File: src/rtl/phase_timer_if.sv
`default_nettype none
// ============================================================================
//  Module      : phase_timer_if
//  Description : Control/status bundle between the light FSM (master) and
//                the multi-phase countdown timer (slave).
//  Revision    : 1.0 - initial release
// ============================================================================
interface phase_timer_if #(
    parameter int CNT_W = 28,
    parameter int PH_W  = 2
);
    // Run control
    logic             enable;
    logic             start;
    logic [PH_W-1:0]  start_phase;
    logic             auto_adv;
    logic             abort;

    // Duration register write port
    logic             cfg_we;
    logic [PH_W-1:0]  cfg_idx;
    logic [CNT_W-1:0] cfg_dur;

    // Status
    logic             busy;
    logic [PH_W-1:0]  phase;
    logic [CNT_W-1:0] count;
    logic             timeout;
    logic             cycle_done;

    modport master (
        output enable, start, start_phase, auto_adv, abort,
        output cfg_we, cfg_idx, cfg_dur,
        input  busy, phase, count, timeout, cycle_done
    );

    modport slave (
        input  enable, start, start_phase, auto_adv, abort,
        input  cfg_we, cfg_idx, cfg_dur,
        output busy, phase, count, timeout, cycle_done
    );
endinterface
`default_nettype wire

File: src/rtl/phase_timer.sv
`default_nettype none
// ============================================================================
//  Module      : phase_timer
//  Description : Multi-phase countdown timer. One run-time writable duration
//                register per phase; counts the active phase down on an
//                enable tick, pulses timeout on each expiry and, in auto
//                mode, steps through all phases cyclically.
//  Revision    : 1.0 - initial release
// ============================================================================
module phase_timer #(
    parameter int               CNT_W       = 28,
    parameter int               PHASES      = 4,
    parameter int               PH_W        = $clog2(PHASES),
    parameter logic [CNT_W-1:0] DEFAULT_DUR = 28'd49_999_999
) (
    input  wire logic   clk,
    input  wire logic   rst_n,
    phase_timer_if.slave bus
);

    localparam logic [0:0]      S_IDLE = 1'b0;
    localparam logic [0:0]      S_RUN  = 1'b1;

    // Highest legal phase index; indices above it are rejected.
    localparam logic [PH_W-1:0] c_LAST_PHASE = PH_W'(PHASES - 1);
    // The duration table is padded to a power of two so any PH_W-wide index
    // selects a defined entry; padded entries are never reachable.
    localparam int              c_TBL_SIZE   = 2 ** PH_W;

    logic [0:0]       r_state;
    logic [PH_W-1:0]  r_phase;
    logic [CNT_W-1:0] r_count;
    logic             r_timeout;
    logic             r_cycle_done;

    logic [0:0]       w_state_nxt;
    logic [PH_W-1:0]  w_phase_nxt;
    logic [CNT_W-1:0] w_count_nxt;
    logic             w_timeout_nxt;
    logic             w_cycle_done_nxt;

    logic [CNT_W-1:0] w_dur [0:c_TBL_SIZE-1];
    logic             w_start_ok;
    logic             w_cfg_ok;
    logic [PH_W-1:0]  w_succ_phase;

    assign w_start_ok   = bus.start && (bus.start_phase <= c_LAST_PHASE);
    assign w_cfg_ok     = bus.cfg_we && (bus.cfg_idx <= c_LAST_PHASE);
    // Explicit wrap keeps non-power-of-two phase counts correct.
    assign w_succ_phase = (r_phase == c_LAST_PHASE) ? '0 : r_phase + 1'b1;

    // Duration registers: one per real phase, constant zero for padding.
    // Loads read the registered value, so a same-cycle write is seen only
    // by the following load.
    generate
        for (genvar gi = 0; gi < c_TBL_SIZE; gi++) begin : g_dur
            if (gi < PHASES) begin : g_reg
                logic [CNT_W-1:0] r_dur;

                // Hold the duration of this phase; reload default on reset.
                always_ff @(posedge clk) begin
                    if (!rst_n) begin
                        r_dur <= DEFAULT_DUR;
                    end else if (w_cfg_ok && (bus.cfg_idx == PH_W'(gi))) begin
                        r_dur <= bus.cfg_dur;
                    end
                end

                assign w_dur[gi] = r_dur;
            end else begin : g_pad
                assign w_dur[gi] = '0;
            end
        end
    endgenerate

    // Register state, phase, count and the expiry pulses.
    always_ff @(posedge clk) begin
        if (!rst_n) begin
            r_state      <= S_IDLE;
            r_phase      <= '0;
            r_count      <= '0;
            r_timeout    <= 1'b0;
            r_cycle_done <= 1'b0;
        end else begin
            r_state      <= w_state_nxt;
            r_phase      <= w_phase_nxt;
            r_count      <= w_count_nxt;
            r_timeout    <= w_timeout_nxt;
            r_cycle_done <= w_cycle_done_nxt;
        end
    end

    // Next-state decode: abort beats start, start beats expiry/decrement.
    always_comb begin
        w_state_nxt      = r_state;
        w_phase_nxt      = r_phase;
        w_count_nxt      = r_count;
        w_timeout_nxt    = 1'b0;
        w_cycle_done_nxt = 1'b0;

        if (bus.abort) begin
            w_state_nxt = S_IDLE;
            w_count_nxt = '0;
        end else if (w_start_ok) begin
            // Also a restart when already running; remaining count is dropped.
            w_state_nxt = S_RUN;
            w_phase_nxt = bus.start_phase;
            w_count_nxt = w_dur[bus.start_phase];
        end else if ((r_state == S_RUN) && bus.enable) begin
            if (r_count != '0) begin
                w_count_nxt = r_count - 1'b1;
            end else begin
                w_timeout_nxt = 1'b1;
                if (bus.auto_adv) begin
                    // Reload immediately so phases run back to back.
                    w_phase_nxt      = w_succ_phase;
                    w_count_nxt      = w_dur[w_succ_phase];
                    w_cycle_done_nxt = (r_phase == c_LAST_PHASE);
                end else begin
                    w_state_nxt = S_IDLE;
                end
            end
        end
    end

    assign bus.busy       = (r_state == S_RUN);
    assign bus.phase      = r_phase;
    assign bus.count      = r_count;
    assign bus.timeout    = r_timeout;
    assign bus.cycle_done = r_cycle_done;

endmodule
`default_nettype wire

File: src/flat_wrapper.sv
// flat-port wrapper written by rule: the top's interface ports become plain ports
module phase_timer_flat 
#(
    parameter int               CNT_W       = 28,
    parameter int               PHASES      = 4,
    parameter int               PH_W        = $clog2(PHASES),
    parameter logic [CNT_W-1:0] DEFAULT_DUR = 28'd49_999_999
)
  (clk, rst_n, bus_enable, bus_start, bus_start_phase, bus_auto_adv, bus_abort, bus_cfg_we, bus_cfg_idx, bus_cfg_dur, bus_busy, bus_phase, bus_count, bus_timeout, bus_cycle_done);
  phase_timer_if #(.CNT_W(CNT_W), .PH_W(PH_W)) bus_i ();
  input  wire logic clk;
  input  wire logic rst_n;
  input wire logic [$bits(bus_i.enable)-1:0] bus_enable;
  input wire logic [$bits(bus_i.start)-1:0] bus_start;
  input wire logic [$bits(bus_i.start_phase)-1:0] bus_start_phase;
  input wire logic [$bits(bus_i.auto_adv)-1:0] bus_auto_adv;
  input wire logic [$bits(bus_i.abort)-1:0] bus_abort;
  input wire logic [$bits(bus_i.cfg_we)-1:0] bus_cfg_we;
  input wire logic [$bits(bus_i.cfg_idx)-1:0] bus_cfg_idx;
  input wire logic [$bits(bus_i.cfg_dur)-1:0] bus_cfg_dur;
  output wire logic [$bits(bus_i.busy)-1:0] bus_busy;
  output wire logic [$bits(bus_i.phase)-1:0] bus_phase;
  output wire logic [$bits(bus_i.count)-1:0] bus_count;
  output wire logic [$bits(bus_i.timeout)-1:0] bus_timeout;
  output wire logic [$bits(bus_i.cycle_done)-1:0] bus_cycle_done;
  assign bus_i.enable = bus_enable;
  assign bus_i.start = bus_start;
  assign bus_i.start_phase = bus_start_phase;
  assign bus_i.auto_adv = bus_auto_adv;
  assign bus_i.abort = bus_abort;
  assign bus_i.cfg_we = bus_cfg_we;
  assign bus_i.cfg_idx = bus_cfg_idx;
  assign bus_i.cfg_dur = bus_cfg_dur;
  assign bus_busy = bus_i.busy;
  assign bus_phase = bus_i.phase;
  assign bus_count = bus_i.count;
  assign bus_timeout = bus_i.timeout;
  assign bus_cycle_done = bus_i.cycle_done;
  phase_timer #(.CNT_W(CNT_W), .PHASES(PHASES), .PH_W(PH_W), .DEFAULT_DUR(DEFAULT_DUR)) u_core (.clk(clk), .rst_n(rst_n), .bus(bus_i));
endmodule
File: config.mk
export PLATFORM = sky130hd
export DESIGN_NAME = phase_timer_flat
export DESIGN_NICKNAME = d
export VERILOG_FILES = /design/src/rtl/phase_timer_if.sv /design/src/rtl/phase_timer.sv /design/src/flat_wrapper.sv
export SDC_FILE = /design/constraint.sdc
export NUM_CORES = 1
export LEC_CHECK = 0
export CAP_MARGIN = 10
export CORE_MARGIN = 3
export CORE_UTILIZATION = 40
export DETAILED_ROUTE_END_ITERATION = 7
export SLEW_MARGIN = 10
export SYNTH_ARGS = -nofsm -noshare
export SYNTH_HDL_FRONTEND = slang
export SYNTH_SLANG_ARGS = --single-unit
File: constraint.sdc
create_clock -name clk -period 6.8 [get_ports clk]
set_input_delay 1.36 -clock clk [delete_from_list [all_inputs] [get_ports clk]]
set_output_delay 1.36 -clock clk [all_outputs]
set_load 0.005 [all_outputs]
**Word-level counts from Yosys, hierarchy flattened**

Index checks and enable logic that the tools add are counted.

- Equality and inequality tests: 6
- Magnitude comparators: 4
- Add/subtract/negate cells: 2
- Mux-type cells: 20
- Bitwise logic cells: 6
- Reductions and logical operators: 18

Operators with widths:

| cell | count |
|---|---|
| two-way mux 28 bit | 8 |
| binary-select mux 28 bit (select 2 bit) | 2 |
| nonzero test 28 bit | 1 |
| subtractor 28 x 1 -> 28 bit, second input constant | 1 |
| two-way mux 2 bit | 5 |
| logical AND 1 bit | 7 |
| == test 2 bit, second input constant | 3 |
| >= comparator 3 bit, second input constant | 2 |
| inverter 2 -> 3 bit | 2 |
| OR reduction 6 bit | 1 |
| two-way mux 1 bit | 5 |
| less-or-equal comparator 2 bit, second input constant | 2 |
| inequality test 2 x 1 -> 1 bit, second input constant | 2 |
| inverter 1 bit | 4 |
| AND reduction 4 bit | 1 |
| nonzero test 2 bit | 2 |
| OR reduction 4 bit | 1 |
| AND reduction 3 bit | 1 |
| nonzero test 3 bit | 1 |
| adder 2 x 1 -> 2 bit, second input constant | 1 |
| == test 2 x 1 -> 1 bit, second input constant | 1 |
| logical NOT 2 bit | 1 |
| AND reduction 2 bit | 1 |
| OR reduction 2 bit | 1 |

- Input bits: 39
- Register bits: 145
- Word-level logic and storage cells: 65
- Output and inout bits: 33

**Depth between registers and ports, before layout**

- Depth after elaboration: 10
- Gate-level depth with buffers: 10
- Depth with buffers taken out: 8

**Least setup slack after synthesis**

No wires, ideal clock.

- Kind: input to register
- Start point: in bus_start_phase[0]
- End point: reg u_core.r_count[9] (netlist: u_core.bus.count[9])
- Slack: 3.950 ns
- Cell stages on the path: 5
- Data required time: 6.675 ns
- Setup time: 0.125 ns
- Arrival: 2.724 ns
- Buffers on the path: 2
- Cell sequence: buf_2 -> buf_2 -> mux4_2 -> a32oi_1 -> o21ai_0

- Word-level cells in the longest chain between the ends: 5
- Elaborated cells on any way between the ends: 10
- Classes of those cells: order compare: 1; mux: 4; bitwise: 1; reduce/logical: 4

RTL lines:

| element | line | source |
|---|---|---|
| start: declaration | flat_wrapper.sv:15 | `input wire logic [$bits(bus_i.start_phase)-1:0] bus_start_phase;` |
| inverter 2 -> 3 bit (not written as such) | phase_timer.sv:108 | `w_count_nxt = w_dur[bus.start_phase];` |
| binary-select mux 28 bit (select 2 bit) | phase_timer.sv:108 |  |
| two-way mux 28 bit (not written as such) (2 in series) | phase_timer.sv:108 |  |
| two-way mux 28 bit | phase_timer.sv:104 | `end else if (w_start_ok) begin` |
| end signal: assignment | phase_timer.sv:87 | `r_count <= w_count_nxt;` |
| end: declaration | phase_timer.sv:32 | `logic [CNT_W-1:0] r_count;` |

Parallel ways exist; a longest one is shown, timed or not. The select of a mux whose other input is x is not followed.
A chain may end at the register's enable or synchronous reset.

**Worst setup path in the final report**

- Start point: in bus_auto_adv
- End point: reg u_core.r_count[2] (netlist: u_core.bus.count[2])

- Word-level cells in the longest chain between the ends: 2

RTL lines:

| element | line | source |
|---|---|---|
| start: declaration | flat_wrapper.sv:16 | `input wire logic [$bits(bus_i.auto_adv)-1:0] bus_auto_adv;` |
| nonzero test 3 bit (no line) | n/a |  |
| AND reduction 2 bit (no line) | n/a |  |

No other way between the ends.

==> implementation parameters <==
Parameter                              Value

Floorplanning
  Core ar. ... 18900 um2
  Die ar. ... 21100 um2
  Core Rows ... 50
  Die Span Y ... 145 um
  Number of I/O pins ... 72
  Effective utilization at floorplan ... 41.0%
  X dimension of the die ... 145 um

Final layout
  Design Area, Final ... 9180 um2
  Fraction of layout cells with a size suffix above 1 ... 13.4%
  Diode insertion count for antenna repair ... 0
  Synth-to-Final Area Change ... 18.4%
  Final core occ ... 48.6%
  Net count of the finished layout ... 980

Synth
  Number of enable flip-flop cells after synthesis ... 0
  Yosys Warn Count ... 0
  Area share of the largest cell type after synthesis ... 37.4%
  Post-Synthesis Net Count ... 946
  Commonest cells post-synth ... 270 x nand2_1, 145 x dfxtp_1, 89 x nand3_1
  Sequential fraction of the synthesis area ... 37.4%
  Number of register bits inferred by synthesis ... 145
  Most frequent cell after synthesis ... nand2_1
  Top area cells in the synthesized netlist ... dfxtp_1 37%, mux4_2 16%, nand2_1 13%
  Post-synthesis instance area ... 7750 um2
  Post-synth cell types ... 69
  Most frequently used flop master after synthesis ... dfxtp_1
  Average size of a mapped cell ... 8.58 um2
  Post-Synthesis Cells ... 904
  FFs w/ async S/R, synth ... 0%
  Library cell with the largest summed area after synthesis ... dfxtp_1

Routing
  Met2 WL post-DR ... 10.8 mm
  Total number of vias ... 6912
  Met3 layer wire length in the routed design ... 1.74 mm
  Post-DR vias/cell ... 5.71
  Antenna Nets Post-Route ... 0
  DRC violations left ... 0
  Wire length after detailed routing ... 23.9 mm
  Max layer used ... met4
  M1 WL ... 11.0 mm
  Number of detailed-routing iterations run before antenna repair ... 5
  Routed length per instance ... 19.7 um
  First-iteration detailed-routing DRC count ... 707

Clocking
  Sink count of the clock tree ... 145
  Clock-pin slew on the worst setup and hold paths ... 60 ps
  Clock latency reported for the late side of the worst-skew pair ... 420 ps
  H-tree depth reported by CTS ... 4
  CTS tree ... yes
  Post-cts resize count ... 0
  CTS Buf Count ... 17
  CTS root buf ... clkbuf_16
  Hold Buf Count CTS ... 0
  Clock buffer depth ... 2
  Setup fix buffers added after clock tree synthesis ... 0

Timing
  Setup-violating endpoint count in the final report ... 0
  Final slew viol count ... 0
  Final period util ... 51.7%
  Smallest setup slack after layout ... 3290 ps
  FMAX ... 0.285 GHz
  Slew headroom ... 34.9%
  Hold WS ... 478 ps
  Setup repair after global routing missed its margin ... no
  Sum of negative setup slack ... 0 ps
  Final critical path time including I/O delays and setup ... 3510 ps
  Worst Max-Slew Pin Slew ... 977 ps
  Hold violation count in the final report ... 0
  Clock skew after layout ... 6.49 ps

Outcome
  Result of the run ... completed

Setup path
  Worst reg2reg setup slack ... 3760 ps
  Capture point of the worst reg-to-reg path ... u_core.bus.count[2]$_SDFFE_PP0P_
  Worst Setup Start Kind ... primary input
  Path type of the worst setup path ... primary input to flip-flop
  Logic depth of the worst register-to-register path ... 7
  Worst endpoint data arrival time ... 3860 ps
  Maximum fanout along the worst path ... 22
  Startpoint of the worst register-to-register path ... u_core.bus.count[5]$_SDFFE_PP0P_
  Critical path destination ... u_core.bus.count[2]$_SDFFE_PP0P_
  Critical path origin ... bus_auto_adv
  Endpoint type of the worst setup path ... flip-flop
  Critical path required time ... 7140 ps

Hold path
  Worst min path class ... flip-flop to flip-flop

Pwr
  Worst IR Drop VDD ... 155 uV
  Static leakage ... 3.43 nW
  Ratio of total power to cell area ... 243 nW/um2

Place
  DP Worst Slack ... 2910 ps
  Count of buffers inserted at the top-level ports ... 71
  Post-place instance area ... 8610 um2
  Global placer's final weighted congestion ... 0.883
  HPWL after DPL ... 15.3 mm

GRT
  GRT Util Overall ... 22.6%
  Maximum number of pins on one net before global-route repair ... 99
  Via count of the first global-routing pass ... 6802
  Initial antenna violation count ... 0
  Total congestion overflow ... 0
  First-pass GRT wire length ... 38.0 mm

Flow run
  Maximum Capacitance Violations ... 0
[logic make-up (layout without fill, tap and decap cells)]
logic type | after synthesis | in the layout | share of synthesized area (%)
compound gates | 147 | 147 | 13.0
xor+xnor | 8 | 8 | 0.904
fa+ha+maj | 3 | 3 | 0.484
buf+inv | 75 | 122 | 3.95
flops | 145 | 145 | 37.4
mux | 60 | 60 | 16.9
simple gates | 466 | 466 | 27.4
[how the worst min path moves through the flow]
stage | from | endpoint | depth (start not counted)
6_report | u_core.g_dur[2].g_reg.r_dur[15]$_SDFFE_PN1P_ | u_core.g_dur[2].g_reg.r_dur[15]$_SDFFE_PN1P_ | 2
5_1_grt | u_core.g_dur[0].g_reg.r_dur[18]$_SDFFE_PN0P_ | u_core.g_dur[0].g_reg.r_dur[18]$_SDFFE_PN0P_ | 2
4_1_cts | u_core.g_dur[2].g_reg.r_dur[21]$_SDFFE_PN1P_ | u_core.g_dur[2].g_reg.r_dur[21]$_SDFFE_PN1P_ | 2
3_5_place_dp | u_core.g_dur[0].g_reg.r_dur[16]$_SDFFE_PN0P_ | u_core.g_dur[0].g_reg.r_dur[16]$_SDFFE_PN0P_ | 2
3_3_place_gp | u_core.g_dur[2].g_reg.r_dur[15]$_SDFFE_PN1P_ | u_core.g_dur[2].g_reg.r_dur[15]$_SDFFE_PN1P_ | 2
2_1_floorplan | u_core.g_dur[2].g_reg.r_dur[24]$_SDFFE_PN0P_ | u_core.g_dur[2].g_reg.r_dur[24]$_SDFFE_PN0P_ | 2
[where the power goes]
part	total (mW)	leakage, nW	internal, mW	switching (mW)
registers	0.930	1.19	0.889	0.0402
clock network	0.919	0.278	0.555	0.364
logic	0.384	1.96	0.168	0.217
total	2.23	3.43	1.61	0.621
[layout make-up]
| type | instances | area [um2] |
|---|---|---|
| fill | 1879 | 9710 |
| multi-input combinational | 684 | 4560 |
| sequential | 145 | 2900 |
| timing repair buffer | 85 | 801 |
| clock buffer | 21 | 460 |
| tap | 260 | 325 |
| clock inverter | 11 | 113 |
| inverter | 5 | 18.8 |
[critical path, cell delays in order]
cell and delay, ps:
clkdlybuf4s50_1 880, o31ai_1 700, buf_4 280, nand2_1 230, o311a_1 240, nor3_1 150
[state kept, by name (all words and copies together) (netlist names)]
name,count
u_core.bus.busy,1
u_core.bus.count,28
u_core.bus.cycle_done,1
u_core.bus.phase,2
u_core.bus.timeout,1
u_core.g_dur.g_reg.r_dur,112
[layer usage]
metal	track usage [%]	vias to the layer above
met2	35.2	269
met1	32.0	3307
met4	6.13	0
met3	4.97	28
met5	0	-
li1	-	3308
[cells in the final DEF (no fill, tap or decap), types with 4 or more instances in the layout]
master / n
nand2_1: 270
dfxtp_1: 145
nand3_1: 89
clkdlybuf4s50_1: 68
mux4_2: 56
a21boi_0: 41
nor2_1: 32
o21ai_0: 27
a21oi_1: 24
clkbuf_16: 17
nor3_1: 16
buf_4: 14
a211oi_1: 9
o31ai_1: 7
a31oi_1: 6
xnor2_1: 6
clkinv_2: 6
inv_1: 5
nor4_2: 5
nand2b_1: 5
or3_1: 5
and3_1: 5
nor4_1: 4
o211ai_1: 4
[stage by stage]
| step | instances | power, mW |
|---|---|---|
| 2_1_floorplan | 904 | 1.19 |
| 3_3_place_gp | 1179 | 1.33 |
| 3_5_place_dp | 1179 | 1.33 |
| 4_1_cts | 1211 | 2.24 |
| 5_1_grt | 1211 | 2.32 |
| 6_report | 1211 | 2.23 |
No activity file was read; power rests on OpenSTA's default activity.
